## src/rtl/otter_pkg.sv

```systemverilog
// Shared types and constants for the OTTER fetch stage.
// Holds the fetch FSM states, the IF/ID bundle and the NOP word.
package otter_pkg;

   localparam logic [31:0] NOP_INSTR = 32'h0000_0013;

   typedef enum logic [1:0] {
      S_IDLE,
      S_FETCH,
      S_WAIT,
      S_DROP
   } fetch_state_t;

   typedef struct packed {
      logic        valid;
      logic [31:0] pc;
      logic [31:0] ir;
   } if_id_t;

endpackage

```

## src/rtl/if_fetch_stage_if.sv

```systemverilog
// Instruction memory request/grant/response bus.
// master = fetch stage (REQ, ADDR out), slave = memory.
interface if_fetch_stage_if;

   logic        IMEM_REQ;
   logic [31:0] IMEM_ADDR;
   logic        IMEM_GNT;
   logic        IMEM_RVALID;
   logic [31:0] IMEM_RDATA;

   modport master (
      output IMEM_REQ,
      output IMEM_ADDR,
      input  IMEM_GNT,
      input  IMEM_RVALID,
      input  IMEM_RDATA
   );

   modport slave (
      input  IMEM_REQ,
      input  IMEM_ADDR,
      output IMEM_GNT,
      output IMEM_RVALID,
      output IMEM_RDATA
   );

endinterface

```

## src/rtl/if_fetch_stage_hold_buf.sv

```systemverilog
// if_hold_buf: one-entry skid buffer for a fetched instruction.
// Ports: clk, rst_n, clr, wr_en/wr_data, rd_en, valid/data.
module if_hold_buf
   import otter_pkg::*;
(
   input  logic   clk,
   input  logic   rst_n,
   input  logic   clr,
   input  logic   wr_en,
   input  if_id_t wr_data,
   input  logic   rd_en,
   output logic   valid,
   output if_id_t data
);

   // A write in the same cycle as a read refills the entry.
   always_ff @(posedge clk or negedge rst_n) begin
      if (!rst_n) begin
         valid <= 1'b0;
         data  <= '0;
      end else if (clr) begin
         valid <= 1'b0;
      end else if (wr_en) begin
         valid <= 1'b1;
         data  <= wr_data;
      end else if (rd_en) begin
         valid <= 1'b0;
      end
   end

endmodule

```

## src/rtl/if_fetch_stage.sv

```systemverilog
// if_fetch_stage: PC, imem fetch FSM and IF/ID register.
// Ports: CLK, RST_N, STALL, REDIRECT(_PC), imem bus, IF/ID outputs.
module if_fetch_stage #(
   parameter logic [31:0] RESET_VECTOR = 32'h0000_0000,
   parameter logic [31:0] NOP_INSTR    = otter_pkg::NOP_INSTR
) (
   input  logic                    CLK,
   input  logic                    RST_N,
   input  logic                    STALL,
   input  logic                    REDIRECT,
   input  logic [31:0]             REDIRECT_PC,
   if_fetch_stage_if.master        imem,
   output logic                    IF_ID_VALID,
   output logic [31:0]             IF_ID_PC,
   output logic [31:0]             IF_ID_PC4,
   output logic [31:0]             IF_ID_IR,
   output logic [6:0]              OPCODE,
   output logic [2:0]              FUNC3,
   output logic                    FUNC7
);

   import otter_pkg::*;

   fetch_state_t state;
   logic [31:0]  pc;
   logic [31:0]  pend_pc;
   if_id_t       if_id;
   if_id_t       resp_ent;
   if_id_t       hold_data;
   logic         hold_valid;
   logic         hold_wr;
   logic         hold_rd;
   logic         resp;
   logic         unused_pc_lsb;

   assign unused_pc_lsb = ^REDIRECT_PC[1:0];

   assign resp     = (state == S_WAIT) && imem.IMEM_RVALID;
   assign resp_ent = '{valid: 1'b1,
                       pc:    pend_pc,
                       ir:    imem.IMEM_RDATA};

   // No new request while the skid entry is occupied.
   assign imem.IMEM_REQ  = (state == S_FETCH) && !hold_valid;
   assign imem.IMEM_ADDR = pc;

   always_comb begin
      hold_wr = 1'b0;
      hold_rd = 1'b0;
      if (!REDIRECT) begin
         if (!STALL) begin
            hold_rd = hold_valid;
            hold_wr = resp && hold_valid;
         end else begin
            hold_wr = resp && if_id.valid;
         end
      end
   end

   if_hold_buf u_hold (
      .clk     (CLK),
      .rst_n   (RST_N),
      .clr     (REDIRECT),
      .wr_en   (hold_wr),
      .wr_data (resp_ent),
      .rd_en   (hold_rd),
      .valid   (hold_valid),
      .data    (hold_data)
   );

   always_ff @(posedge CLK or negedge RST_N) begin
      if (!RST_N) begin
         state   <= S_IDLE;
         pc      <= RESET_VECTOR;
         pend_pc <= '0;
         if_id   <= '{valid: 1'b0,
                      pc:    32'h0,
                      ir:    NOP_INSTR};
      end else begin
         unique case (state)
            S_IDLE: state <= S_FETCH;
            S_FETCH: begin
               if (imem.IMEM_REQ && imem.IMEM_GNT) begin
                  pend_pc <= pc;
                  pc      <= pc + 32'd4;
                  state   <= REDIRECT ? S_DROP : S_WAIT;
               end
            end
            S_WAIT: begin
               if (imem.IMEM_RVALID) state <= S_FETCH;
               else if (REDIRECT)    state <= S_DROP;
            end
            S_DROP: begin
               if (imem.IMEM_RVALID) state <= S_FETCH;
            end
            default: state <= S_IDLE;
         endcase

         // Redirect overrides the sequential PC update above.
         if (REDIRECT) begin
            pc          <= {REDIRECT_PC[31:2], 2'b00};
            if_id.valid <= 1'b0;
            if_id.ir    <= NOP_INSTR;
         end else if (!STALL) begin
            if (hold_valid) begin
               if_id <= hold_data;
            end else if (resp) begin
               if_id <= resp_ent;
            end else begin
               if_id.valid <= 1'b0;
               if_id.ir    <= NOP_INSTR;
            end
         end else if (!if_id.valid && resp) begin
            if_id <= resp_ent;
         end
      end
   end

   assign IF_ID_VALID = if_id.valid;
   assign IF_ID_PC    = if_id.pc;
   assign IF_ID_PC4   = if_id.pc + 32'd4;
   assign IF_ID_IR    = if_id.ir;
   assign OPCODE      = if_id.ir[6:0];
   assign FUNC3       = if_id.ir[14:12];
   assign FUNC7       = if_id.ir[30];

endmodule

```

## src/flat_wrapper.sv

```systemverilog
// flat-port wrapper written by rule: the top's interface ports become plain ports
module if_fetch_stage_flat import otter_pkg::*;
#(
   parameter logic [31:0] RESET_VECTOR = 32'h0000_0000,
   parameter logic [31:0] NOP_INSTR    = otter_pkg::NOP_INSTR
)
  (CLK, RST_N, STALL, REDIRECT, REDIRECT_PC, IF_ID_VALID, IF_ID_PC, IF_ID_PC4, IF_ID_IR, OPCODE, FUNC3, FUNC7, imem_IMEM_REQ, imem_IMEM_ADDR, imem_IMEM_GNT, imem_IMEM_RVALID, imem_IMEM_RDATA);
  if_fetch_stage_if imem_i ();
  input  logic CLK;
  input  logic RST_N;
  input  logic STALL;
  input  logic REDIRECT;
  input  logic [31:0] REDIRECT_PC;
  output logic IF_ID_VALID;
  output logic [31:0] IF_ID_PC;
  output logic [31:0] IF_ID_PC4;
  output logic [31:0] IF_ID_IR;
  output logic [6:0] OPCODE;
  output logic [2:0] FUNC3;
  output logic FUNC7;
  output wire logic [$bits(imem_i.IMEM_REQ)-1:0] imem_IMEM_REQ;
  output wire logic [$bits(imem_i.IMEM_ADDR)-1:0] imem_IMEM_ADDR;
  input wire logic [$bits(imem_i.IMEM_GNT)-1:0] imem_IMEM_GNT;
  input wire logic [$bits(imem_i.IMEM_RVALID)-1:0] imem_IMEM_RVALID;
  input wire logic [$bits(imem_i.IMEM_RDATA)-1:0] imem_IMEM_RDATA;
  assign imem_IMEM_REQ = imem_i.IMEM_REQ;
  assign imem_IMEM_ADDR = imem_i.IMEM_ADDR;
  assign imem_i.IMEM_GNT = imem_IMEM_GNT;
  assign imem_i.IMEM_RVALID = imem_IMEM_RVALID;
  assign imem_i.IMEM_RDATA = imem_IMEM_RDATA;
  if_fetch_stage #(.RESET_VECTOR(RESET_VECTOR), .NOP_INSTR(NOP_INSTR)) u_core (.CLK(CLK), .RST_N(RST_N), .STALL(STALL), .REDIRECT(REDIRECT), .REDIRECT_PC(REDIRECT_PC), .imem(imem_i), .IF_ID_VALID(IF_ID_VALID), .IF_ID_PC(IF_ID_PC), .IF_ID_PC4(IF_ID_PC4), .IF_ID_IR(IF_ID_IR), .OPCODE(OPCODE), .FUNC3(FUNC3), .FUNC7(FUNC7));
endmodule
```

## config.mk

```make
export PLATFORM = sky130hd
export DESIGN_NAME = if_fetch_stage_flat
export DESIGN_NICKNAME = d
export VERILOG_FILES = /design/src/rtl/otter_pkg.sv /design/src/rtl/if_fetch_stage_if.sv /design/src/rtl/if_fetch_stage_hold_buf.sv /design/src/rtl/if_fetch_stage.sv /design/src/flat_wrapper.sv
export SDC_FILE = /design/constraint.sdc
export NUM_CORES = 1
export LEC_CHECK = 0
export ABC_CLOCK_PERIOD_IN_PS = 4200
export CELL_PAD_IN_SITES_DETAIL_PLACEMENT = 0
export CELL_PAD_IN_SITES_GLOBAL_PLACEMENT = 1
export CORE_UTILIZATION = 42
export DETAILED_ROUTE_END_ITERATION = 8
export PLACE_DENSITY = 0.84
export RECOVER_POWER = 100
export SLEW_MARGIN = 0
export SYNTH_ARGS = -nofsm -noshare
export SYNTH_HDL_FRONTEND = slang
export SYNTH_SLANG_ARGS = --single-unit
```

## constraint.sdc

```tcl
create_clock -name CLK -period 4.2 [get_ports CLK]
set_input_delay 0.42 -clock CLK [delete_from_list [all_inputs] [get_ports CLK]]
set_output_delay 0.42 -clock CLK [all_outputs]
set_load 0.05 [all_outputs]
```

==> results of run 1 <==
==> per-stage QoR <==
stage / util, % / worst slack [ps] / hold slack (ps) / total power (W)
floorplan: - / 1089 / 124.4 / 0.004607
global placement: 53.26 / 1041 / 447.5 / 0.005698
detailed placement: 53.26 / 1013 / 447.6 / 0.005746
CTS: 55.97 / 523.4 / 57.62 / 0.007316
global route: 55.65 / 224.0 / 494.0 / 0.007463
finish: 55.65 / 415.3 / 464.5 / 0.007109
==> layout make-up <==
cell class / instances / area [um2] / area share [%]
tap: 275 / 344.1 / 2.941
inverter: 15 / 56.30 / 0.4813
timing repair buffer: 213 / 2079 / 17.78
multi-input combinational: 571 / 3915 / 33.47
clock inverter: 14 / 131.4 / 1.123
clock buffer: 18 / 439.2 / 3.754
sequential: 189 / 4733 / 40.46
==> worst max path at each step <==
stage | slack, ps | start | endpoint
6_report | 420 | STALL | u_core.IF_ID_PC[27]$_DFFE_PN0P_
5_1_grt | 220 | STALL | u_core.IF_ID_PC[20]$_DFFE_PN0P_
4_1_cts | 520 | u_core.IF_ID_PC[12]$_DFFE_PN0P_ | IF_ID_PC4[31]
3_5_place_dp | 1010 | u_core.IF_ID_PC[12]$_DFFE_PN0P_ | IF_ID_PC4[31]
3_3_place_gp | 1040 | u_core.IF_ID_PC[12]$_DFFE_PN0P_ | IF_ID_PC4[31]
2_1_floorplan | 1090 | u_core.IF_ID_PC[3]$_DFFE_PN0P_ | IF_ID_PC4[18]
==> worst max-delay path, stage by stage <==
cell	delay, ps
dlygate4sd3_1	610
nor2b_1	830
clkbuf_1	890
o21a_1	240
clkbuf_2	680
mux2_2	420
==> flip-flops by register name (all words and copies together), names as in the netlist <==
name / cells
u_core.IF_ID_VALID: 1
u_core.pend_pc: 30
u_core.IF_ID_PC: 30
u_core.imem.IMEM_ADDR: 30
u_core.u_hold.data: 63
u_core.IF_ID_IR: 32
u_core.state: 2
u_core.u_hold.valid: 1
==> kinds of logic (layout without fill, tap and decap cells) <==
kind of cell               count (synthesis)  count (layout)  share of synthesized area (%)
and+or+nand+nor                          267             267                          14.23
DFF                                      189             189                          52.56
muxes                                    130             130                          16.01
AOI/OAI and AO/OA                        126             126                          8.795
buffers and inverters                     77             260                          4.071
xor gates and xnor gates                  37              37                          3.599
adders and majority gates                  5               5                         0.6947
other                                      1               6                        0.04164
==> report_power, final <==
part	internal (W)	total (W)	switching [W]
logic	0.000992	0.00293	0.00194
registers	0.00220	0.00262	0.000419
clock network	0.000797	0.00156	0.000760
==> routing by layer <==
layer | up-vias | share of wire, %
met4 | 0 | 1.1
met2 | 207 | 45
met3 | 18 | 5.0
met1 | 3326 | 49
li1 | 3298 | -
met5 | - | 0
==> placed cells by master (no fill, tap or decap), types with 17 or more instances in the layout <==
cell / instances
dfrtp_1: 186
nand2_1: 139
dlygate4sd3_1: 136
mux2_2: 112
clkdlybuf4s50_1: 65
o21ai_0: 48
nor2_1: 29
a22oi_1: 29
nand3_1: 21
xnor2_1: 20
a31oi_1: 19
mux2i_1: 18
or4_1: 17
xor2_1: 17
clkbuf_16: 17
==> flow_summary.yaml, run 1 <==
critical_path:
  crit_fanout: 32
  start_kind: "input port"
  worstPathRequired_ps: 4520
  crit_path_end_kind: "flop"
  reg2reg_from: "u_core.u_hold.valid$_DFFE_PN0P_"
  cp.arrival_ps: 4110
  worstReg2RegEnd: "u_core.IF_ID_PC[27]$_DFFE_PN0P_"
  crit_type: "in2reg"
  reg2reg_slack_ps: 500
  worstRegToRegCells: 5
synth:
  yosys.area.top_type: "dfrtp_1"
  synth_warnings: 0
  synth_area_per_cell_um2: 10.82
  synth_top_area_share_pct: 51.69
  post-synth-top-count-cell: "dfrtp_1"
  synth_area_leaders: "dfrtp_1, mux2_2, nand2_1, o21ai_0, a22oi_1"
  synthDistinctLibCells: 45
  synth_seq_cells: 189
  synth_flop_cell: "dfrtp_1"
  synth_enable_flop_cells: 0
  async_flop_share_pct: 100.0
  synth_cells: 832
  synth_seq_area_share_pct: 52.56
  syn-cell-area_um2: 9005
  synthTopCellsByCount: "dfrtp_1, nand2_1, mux2_2"
finish:
  n_antenna_cell: 0
  stdcell_area_um2: 11700
  drive_above_1_share_pct: 15.39
  nFillCells: 1843
  area_growth_pct: 29.92
  fin_cells: 1295
  finalNetCount: 1082
global_routing:
  grt_antenna_before_repair: 0
  first_global_vias: 6594
  overflow: 0
  use_met2_pct: 32.29
  busiest_layer: "met2"
  track_usage_pct: 21.13
  grt_max_degree: 99
  met3_usage_pct: 4.202
  gr-usage-met1_pct: 30.47
  grt_first_pass_wirelength_um: 36160
sta:
  skew_ps: 11.47
  clock.fmax_mhz: 264.2
  tightest_slew_ps: 2366
  slew_headroom_pct: -57.71
  setup_viol: 0
  fin_setup_tns_ps: 0
  slew_viol_final: 186
  rsz0062_at_grt: "no"
  fin_crit_ps: 3785
  hold_violations: 0
  period_share_pct: 90.11
cts:
  clockRootBuffer: "clkbuf_16"
  clk_latency_ps: 440
  numCtsBuffers: 17
  cts_hold_buf: 0
  cts_resized: 0
  htree_levels: 4
  cts_setup_buffers: 0
  cts.sinks: 189
  ctsLongestPathBuffers: 2
  path_clk_slew_ps: 70
  cts_tree: "built"
route:
  drc_errors: 0
  initialDrtViolationCount: 281
  vias_per_cell: 5.289
  wl_per_cell_um: 17.16
  dr.pass1.iters: 4
  drt_wl_total_um: 22220
  via_count: 6849
  ant_nets: 0
run:
  drv_cap: 4
placed_design:
  finalWeightedCongestion: 0.8359
  numPlacedInstances: 1263
  port_buffers: 202
  hpwl_um: 15600
  post_dp_cell_area_um2: 11200
run_status:
  violations: "capacitance limit, slew limit"
  status: "finished, violations left"
power:
  p_leak_nw: 5.191
  power_density_nw_per_um2: 607.6
  ir_drop_v: 0.0002787
die:
  die_area_um2: 22030
  rows: 53
  die_w_um: 148.4
  die_h_um: 148.4
  start_util_pct: 42.84
  core-area_um2: 21020
  ios: 211
worst_hold_path:
  hold_path.startpoint: "u_core.u_hold.data[64]$_DFFE_PN0P_"
  min_path_cells: 1
  hold_path_class: "reg2reg"
  hold_end: "u_core.u_hold.data[64]$_DFFE_PN0P_"
Note: power is estimated with default switching activity, not from simulation.
==> inputs of run 2 (changes only) <==
--- a/config.mk
+++ b/config.mk
@@ -5,7 +5,7 @@
 export SDC_FILE = /design/constraint.sdc
 export NUM_CORES = 1
 export LEC_CHECK = 0
-export ABC_CLOCK_PERIOD_IN_PS = 4200
+export ABC_CLOCK_PERIOD_IN_PS = 4630
 export CELL_PAD_IN_SITES_DETAIL_PLACEMENT = 0
 export CELL_PAD_IN_SITES_GLOBAL_PLACEMENT = 1
 export CORE_UTILIZATION = 42
==> constraint.sdc (replaced) <==
create_clock -name CLK -period 4.63 [get_ports CLK]
set_input_delay 0.463 -clock CLK [delete_from_list [all_inputs] [get_ports CLK]]
set_output_delay 0.463 -clock CLK [all_outputs]
set_load 0.05 [all_outputs]
==> run 2 against run 1 <==
  * The run still ends with capacitance limit, slew limit left
  * Utilization rose by 0.077 points
  * First-iteration DRC count rose by 34%
  * Die area stayed put
  * Wire length is 0.94% lower
  * Setup slack gained 440 ps
  * Sequential share of layout area down 0.056 points
  * Critical path type unchanged
  * Critical endpoint is now u_core.u_hold.data[25]$_DFFE_PN0P_
==> flow_summary.yaml, run 2 (same netlist as run 1, synthesis figures left out) <==
critical_path:
  reg2reg_from: "u_core.u_hold.valid$_DFFE_PN0P_"
  timing.critical_path.cells: "dlygate4sd3_1 -> nor2b_4 -> clkbuf_2 -> a21oi_1 -> nor3_4 -> clkbuf_1 -> mux2_2"
  cp.depth: 7
  crit_path_end_kind: "flop"
  start_kind: "input port"
  crit_fanout: 32
  worstPathRequired_ps: 4940
  startpoint: "STALL"
  slowest_stage: "clkbuf_1"
  cp.arrival_ps: 4080
  crit_buf_inv: 3
  worstRegToRegCells: 6
  cp_slowest_stage_delay_ps: 1370
  crit_type: "in2reg"
  crit_family: "buffers and inverters"
run_status:
  status: "finished, violations left"
  violations: "capacitance limit, slew limit"
die:
  start_util_pct: 42.84
  ios: 211
  core-area_um2: 21020
  rows: 53
  die_area_um2: 22030
  die_h_um: 148.4
  die_w_um: 148.4
sta:
  tightest_slew_ps: 2890
  period_share_pct: 81.45
  setup_viol: 0
  timing.hold.ws_ps: 470.4
  fin_crit_ps: 3771
  rsz0062_at_grt: "no"
  slew_viol_final: 254
  skew_ps: 16.09
  hold_violations: 0
  clock.fmax_mhz: 265.2
  slew_headroom_pct: -92.66
  fin_setup_tns_ps: 0
power:
  total_power_w: 0.006459
  ir_drop_v: 0.0002848
  power_density_nw_per_um2: 551.4
  p_leak_nw: 5.209
global_routing:
  grt_antenna_before_repair: 0
  grt_first_pass_wirelength_um: 35620
  overflow: 0
  track_usage_pct: 20.73
  grt_max_degree: 119
  first_global_vias: 6511
cts:
  cts_setup_buffers: 0
  htree_levels: 4
  path_clk_slew_ps: 70
  clk_latency_ps: 430
  cts.sinks: 189
  cts_hold_buf: 0
  cts_resized: 0
  cts_tree: "built"
  ctsLongestPathBuffers: 2
  numCtsBuffers: 17
  clockRootBuffer: "clkbuf_16"
placed_design:
  port_buffers: 202
  finalWeightedCongestion: 0.8118
  post_dp_cell_area_um2: 11190
  hpwl_um: 15510
worst_hold_path:
  hold_path_class: "reg2reg"
  min_path_cells: 1
  hold_path.startpoint: "u_core.u_hold.data[64]$_DFFE_PN0P_"
route:
  drt_wl_total_um: 22010
  vias_per_cell: 5.288
  drc_errors: 0
  wl_per_cell_um: 16.98
  dr.pass1.iters: 5
  initialDrtViolationCount: 376
  via_count: 6853
  ant_nets: 0
finish:
  largest_register_ff_count: 63
  stdcell_area_um2: 11720
  final_common_cell: "dfrtp_1"
  n_antenna_cell: 0
  drive_above_1_share_pct: 15.48
  final_cell_mix: "dfrtp_1, nand2_1, dlygate4sd3_1"
  area_growth_pct: 30.10
  regMostFlops: "u_core.u_hold.data"
  finalNetCount: 1083
run:
  drv_cap: 5
[run 2: cell types whose count changed in the layout (fill, tap and decap cells not counted), moves of 2 or more]
cell | previous run | this run
inv_6 | 1 | 4
clkinvlp_4 | 4 | 1
inv_8 | 4 | 2
clkbuf_1 | 4 | 6
[run 2: layout make-up]
class / count / area [um2]
Sequential cell: 189 / 4733
Fill cell: 1829 / 9306
Clock buffer: 19 / 442.9
Clock inverter: 13 / 131.4
Tap cell: 275 / 344.1
Inverter: 15 / 56.30
Multi-Input combinational cell: 571 / 3926
Timing Repair Buffer: 214 / 2081
[run 2: power breakdown]
group | total, W | internal, W | switching, W
Clock | 0.00143 | 0.000771 | 0.000659
Combinational | 0.00265 | 0.000901 | 0.00175
Sequential | 0.00238 | 0.00200 | 0.000379
[run 2: per-stage QoR]
step,worst slack [ps],utilization (%),cells
5_1_grt,607.7,55.73,1296
4_1_cts,963.4,55.97,1296
6_report,858.7,55.73,1296
3_5_place_dp,1425,53.23,1264
2_1_floorplan,1476,-,837
3_3_place_gp,1422,53.23,1264
[run 2: metal layers]
metal | track usage, % | part of all wire, % | wire length [um]
met1 | 30.69 | 49 | 10700
met2 | 31.24 | 46 | 10120
met3 | 3.160 | 4.0 | 890
met4 | 6.186 | 1.4 | 300
met5 | 0 | 0 | 0
[run 2: worst reg2reg max path, stage by stage, from the launching register on]
cell and delay, ps:
dfrtp_1 470, nor2b_4 190, clkbuf_2 610, a21oi_1 200
nor3_4 170, clkbuf_1 1370, mux2_2 470
[run 2: path summary, 6_finish.rpt]
path / slack, ps / to
min in group asynchronous: 920 / u_core.IF_ID_IR[16]$_DFFE_PN0P_
max in group asynchronous: 1510 / u_core.u_hold.valid$_DFFE_PN0P_
max reg2reg: 1030 / u_core.u_hold.data[25]$_DFFE_PN0P_
max: 860 / u_core.u_hold.data[25]$_DFFE_PN0P_
min reg2reg: 470 / u_core.u_hold.data[64]$_DFFE_PN0P_
min: 470 / u_core.u_hold.data[64]$_DFFE_PN0P_
==> inputs of run 3 (changes only) <==
--- a/config.mk
+++ b/config.mk
@@ -5,12 +5,12 @@
 export SDC_FILE = /design/constraint.sdc
 export NUM_CORES = 1
 export LEC_CHECK = 0
-export ABC_CLOCK_PERIOD_IN_PS = 4630
+export ABC_CLOCK_PERIOD_IN_PS = 3900
 export CELL_PAD_IN_SITES_DETAIL_PLACEMENT = 0
 export CELL_PAD_IN_SITES_GLOBAL_PLACEMENT = 1
-export CORE_UTILIZATION = 42
+export CORE_UTILIZATION = 39
 export DETAILED_ROUTE_END_ITERATION = 8
-export PLACE_DENSITY = 0.84
+export PLACE_DENSITY = 0.78
 export RECOVER_POWER = 100
 export SLEW_MARGIN = 0
 export SYNTH_ARGS = -nofsm -noshare
==> constraint.sdc (replaced) <==
create_clock -name CLK -period 3.9 [get_ports CLK]
set_input_delay 0.39 -clock CLK [delete_from_list [all_inputs] [get_ports CLK]]
set_output_delay 0.39 -clock CLK [all_outputs]
set_load 0.05 [all_outputs]
==> run 3 against run 2 <==
  * The flow still finishes with violations (capacitance limit, slew limit)
  * Via count down 0.55%
  * Clock skew down 0.95 ps
  * Die area up 7.6%
  * Sequential power up 19%
  * Combinational power up 18%
  * Wire length up 1.5%
  * Global-route usage down 1.3 points
  * Setup slack worse by 590 ps
  * Critical path depth down 1
  * Hold slack worse by 7.4 ps
  * Non-clock buffer count up 3
  * Largest power group unchanged
==> flow_summary.yaml, run 3 (same netlist as run 1, synthesis figures left out) <==
run_status:
  status: "finished, violations left"
  violations: "capacitance limit, slew limit"
die:
  die_h_um: 154.0
  core-area_um2: 22640
  rows: 55
  start_util_pct: 39.77
  die_w_um: 154.0
  die_area_um2: 23700
  ios: 211
route:
  ant_nets: 0
  vias_per_cell: 5.206
  via_count: 6815
  wl_per_cell_um: 17.06
  initialDrtViolationCount: 285
  drt_wl_total_um: 22330
  drc_errors: 0
  dr.pass1.iters: 5
placed_design:
  hpwl_um: 15710
  numPlacedInstances: 1277
  dp_slack_ps: 762.5
  port_buffers: 202
  finalWeightedCongestion: 0.8109
cts:
  htree_levels: 4
  cts_hold_buf: 0
  clk_latency_ps: 430
  cts.sinks: 189
  path_clk_slew_ps: 80
  cts_resized: 0
  cts_tree: "built"
  cts_setup_buffers: 0
  ctsLongestPathBuffers: 2
  clockRootBuffer: "clkbuf_16"
  numCtsBuffers: 17
critical_path:
  crit_fanout: 7
  slowest_stage: "dlygate4sd3_1"
  crit_buf_inv: 2
  crit_path_end_kind: "output port"
  crit_family: "buffers and inverters"
  start_kind: "flop"
  cp_slowest_stage_delay_ps: 910
  worstPathRequired_ps: 3510
  timing.critical_path.cells: "nand4_1 -> buf_4 -> or4_1 -> nor4_1 -> xor2_1 -> dlygate4sd3_1"
  crit_type: "reg2out"
  cp.arrival_ps: 3240
finish:
  final_common_cell: "dfrtp_1"
  area_growth_pct: 30.97
  multi_input_area_um2: 3919
  n_antenna_cell: 0
  fin_cells: 1309
  largest_register_ff_count: 63
  nFillCells: 1980
  finalNetCount: 1086
  regMostFlops: "u_core.u_hold.data"
  seq_area_um2: 4733
  drive_above_1_share_pct: 15.92
  final_cell_mix: "dfrtp_1, nand2_1, dlygate4sd3_1"
global_routing:
  busiest_layer: "met1"
  gr-usage-met1_pct: 29.07
  grt_antenna_before_repair: 0
  met3_usage_pct: 3.608
  first_global_vias: 6378
  grt_first_pass_wirelength_um: 36290
  overflow: 0
  grt_max_degree: 108
  use_met2_pct: 28.74
  track_usage_pct: 19.44
sta:
  period_share_pct: 93.11
  skew_ps: 15.14
  hold_violations: 0
  tightest_slew_ps: 2629
  fin_setup_tns_ps: 0
  postLayoutSetupSlackWorst_ps: 268.8
  slew_headroom_pct: -75.25
  rsz0062_at_grt: "no"
  slew_viol_final: 184
  setup_viol: 0
  fin_crit_ps: 3631
  clock.fmax_mhz: 275.4
  timing.hold.ws_ps: 463.0
power:
  ir_drop_v: 0.0002838
  power_density_nw_per_um2: 661.0
  p_leak_nw: 5.248
worst_hold_path:
  hold_path_class: "reg2reg"
run:
  drv_cap: 3
run 3: layer usage:
layer | routed length, um | up-vias | share of wire [%]
met3 | 963 | 16 | 4.3
met5 | 0 | - | 0
met2 | 10040 | 179 | 45
met4 | 233 | 0 | 1.0
li1 | - | 3305 | -
met1 | 11090 | 3315 | 50
run 3: per-stage QoR:
stage | util (%) | cell area (um2) | power [W]
floorplan | - | 9024 | 0.004961
global placement | 49.64 | 11240 | 0.006142
CTS | 52.39 | 11860 | 0.008018
detailed placement | 49.64 | 11240 | 0.006181
finish | 52.09 | 11790 | 0.007796
global route | 52.09 | 11790 | 0.008174
run 3: cell type report:
type	instances	area share, %
Clock buffer	17	3.607
Clock inverter	15	1.676
Inverter	15	0.4774
Multi-Input combinational cell	571	33.23
Sequential cell	189	40.13
Tap cell	285	3.024
Timing Repair Buffer	217	17.85
run 3: report_power, final:
part / total, W / internal [W] / switching [W]
Clock: 0.00183 / 0.000985 / 0.000844
Sequential: 0.00283 / 0.00237 / 0.000457
Combinational: 0.00314 / 0.00107 / 0.00207
Total: 0.00780 / 0.00443 / 0.00337
run 3: path summary, 6_finish.rpt:
path	cells after the start	to	slack, ps	startpoint
setup / recovery	6	IF_ID_PC4[31]	270	u_core.IF_ID_PC[13]$_DFFE_PN0P_
hold / removal	1	u_core.u_hold.data[64]$_DFFE_PN0P_	460	u_core.u_hold.data[64]$_DFFE_PN0P_
setup reg to reg	4	u_core.IF_ID_PC[25]$_DFFE_PN0P_	660	u_core.u_hold.valid$_DFFE_PN0P_
hold reg to reg	1	u_core.u_hold.data[64]$_DFFE_PN0P_	460	u_core.u_hold.data[64]$_DFFE_PN0P_
max in group asynchronous	3	u_core.u_hold.data[63]$_DFFE_PN0P_	810	RST_N
min in group asynchronous	1	u_core.IF_ID_IR[2]$_DFFE_PN0P_	740	RST_N
run 3: worst register-to-register path: stages, from the launching register on:
cell and delay, ps:
dfrtp_1 500, nor2b_1 1050, clkbuf_2 1020, mux2i_1 410, mux2i_1 120
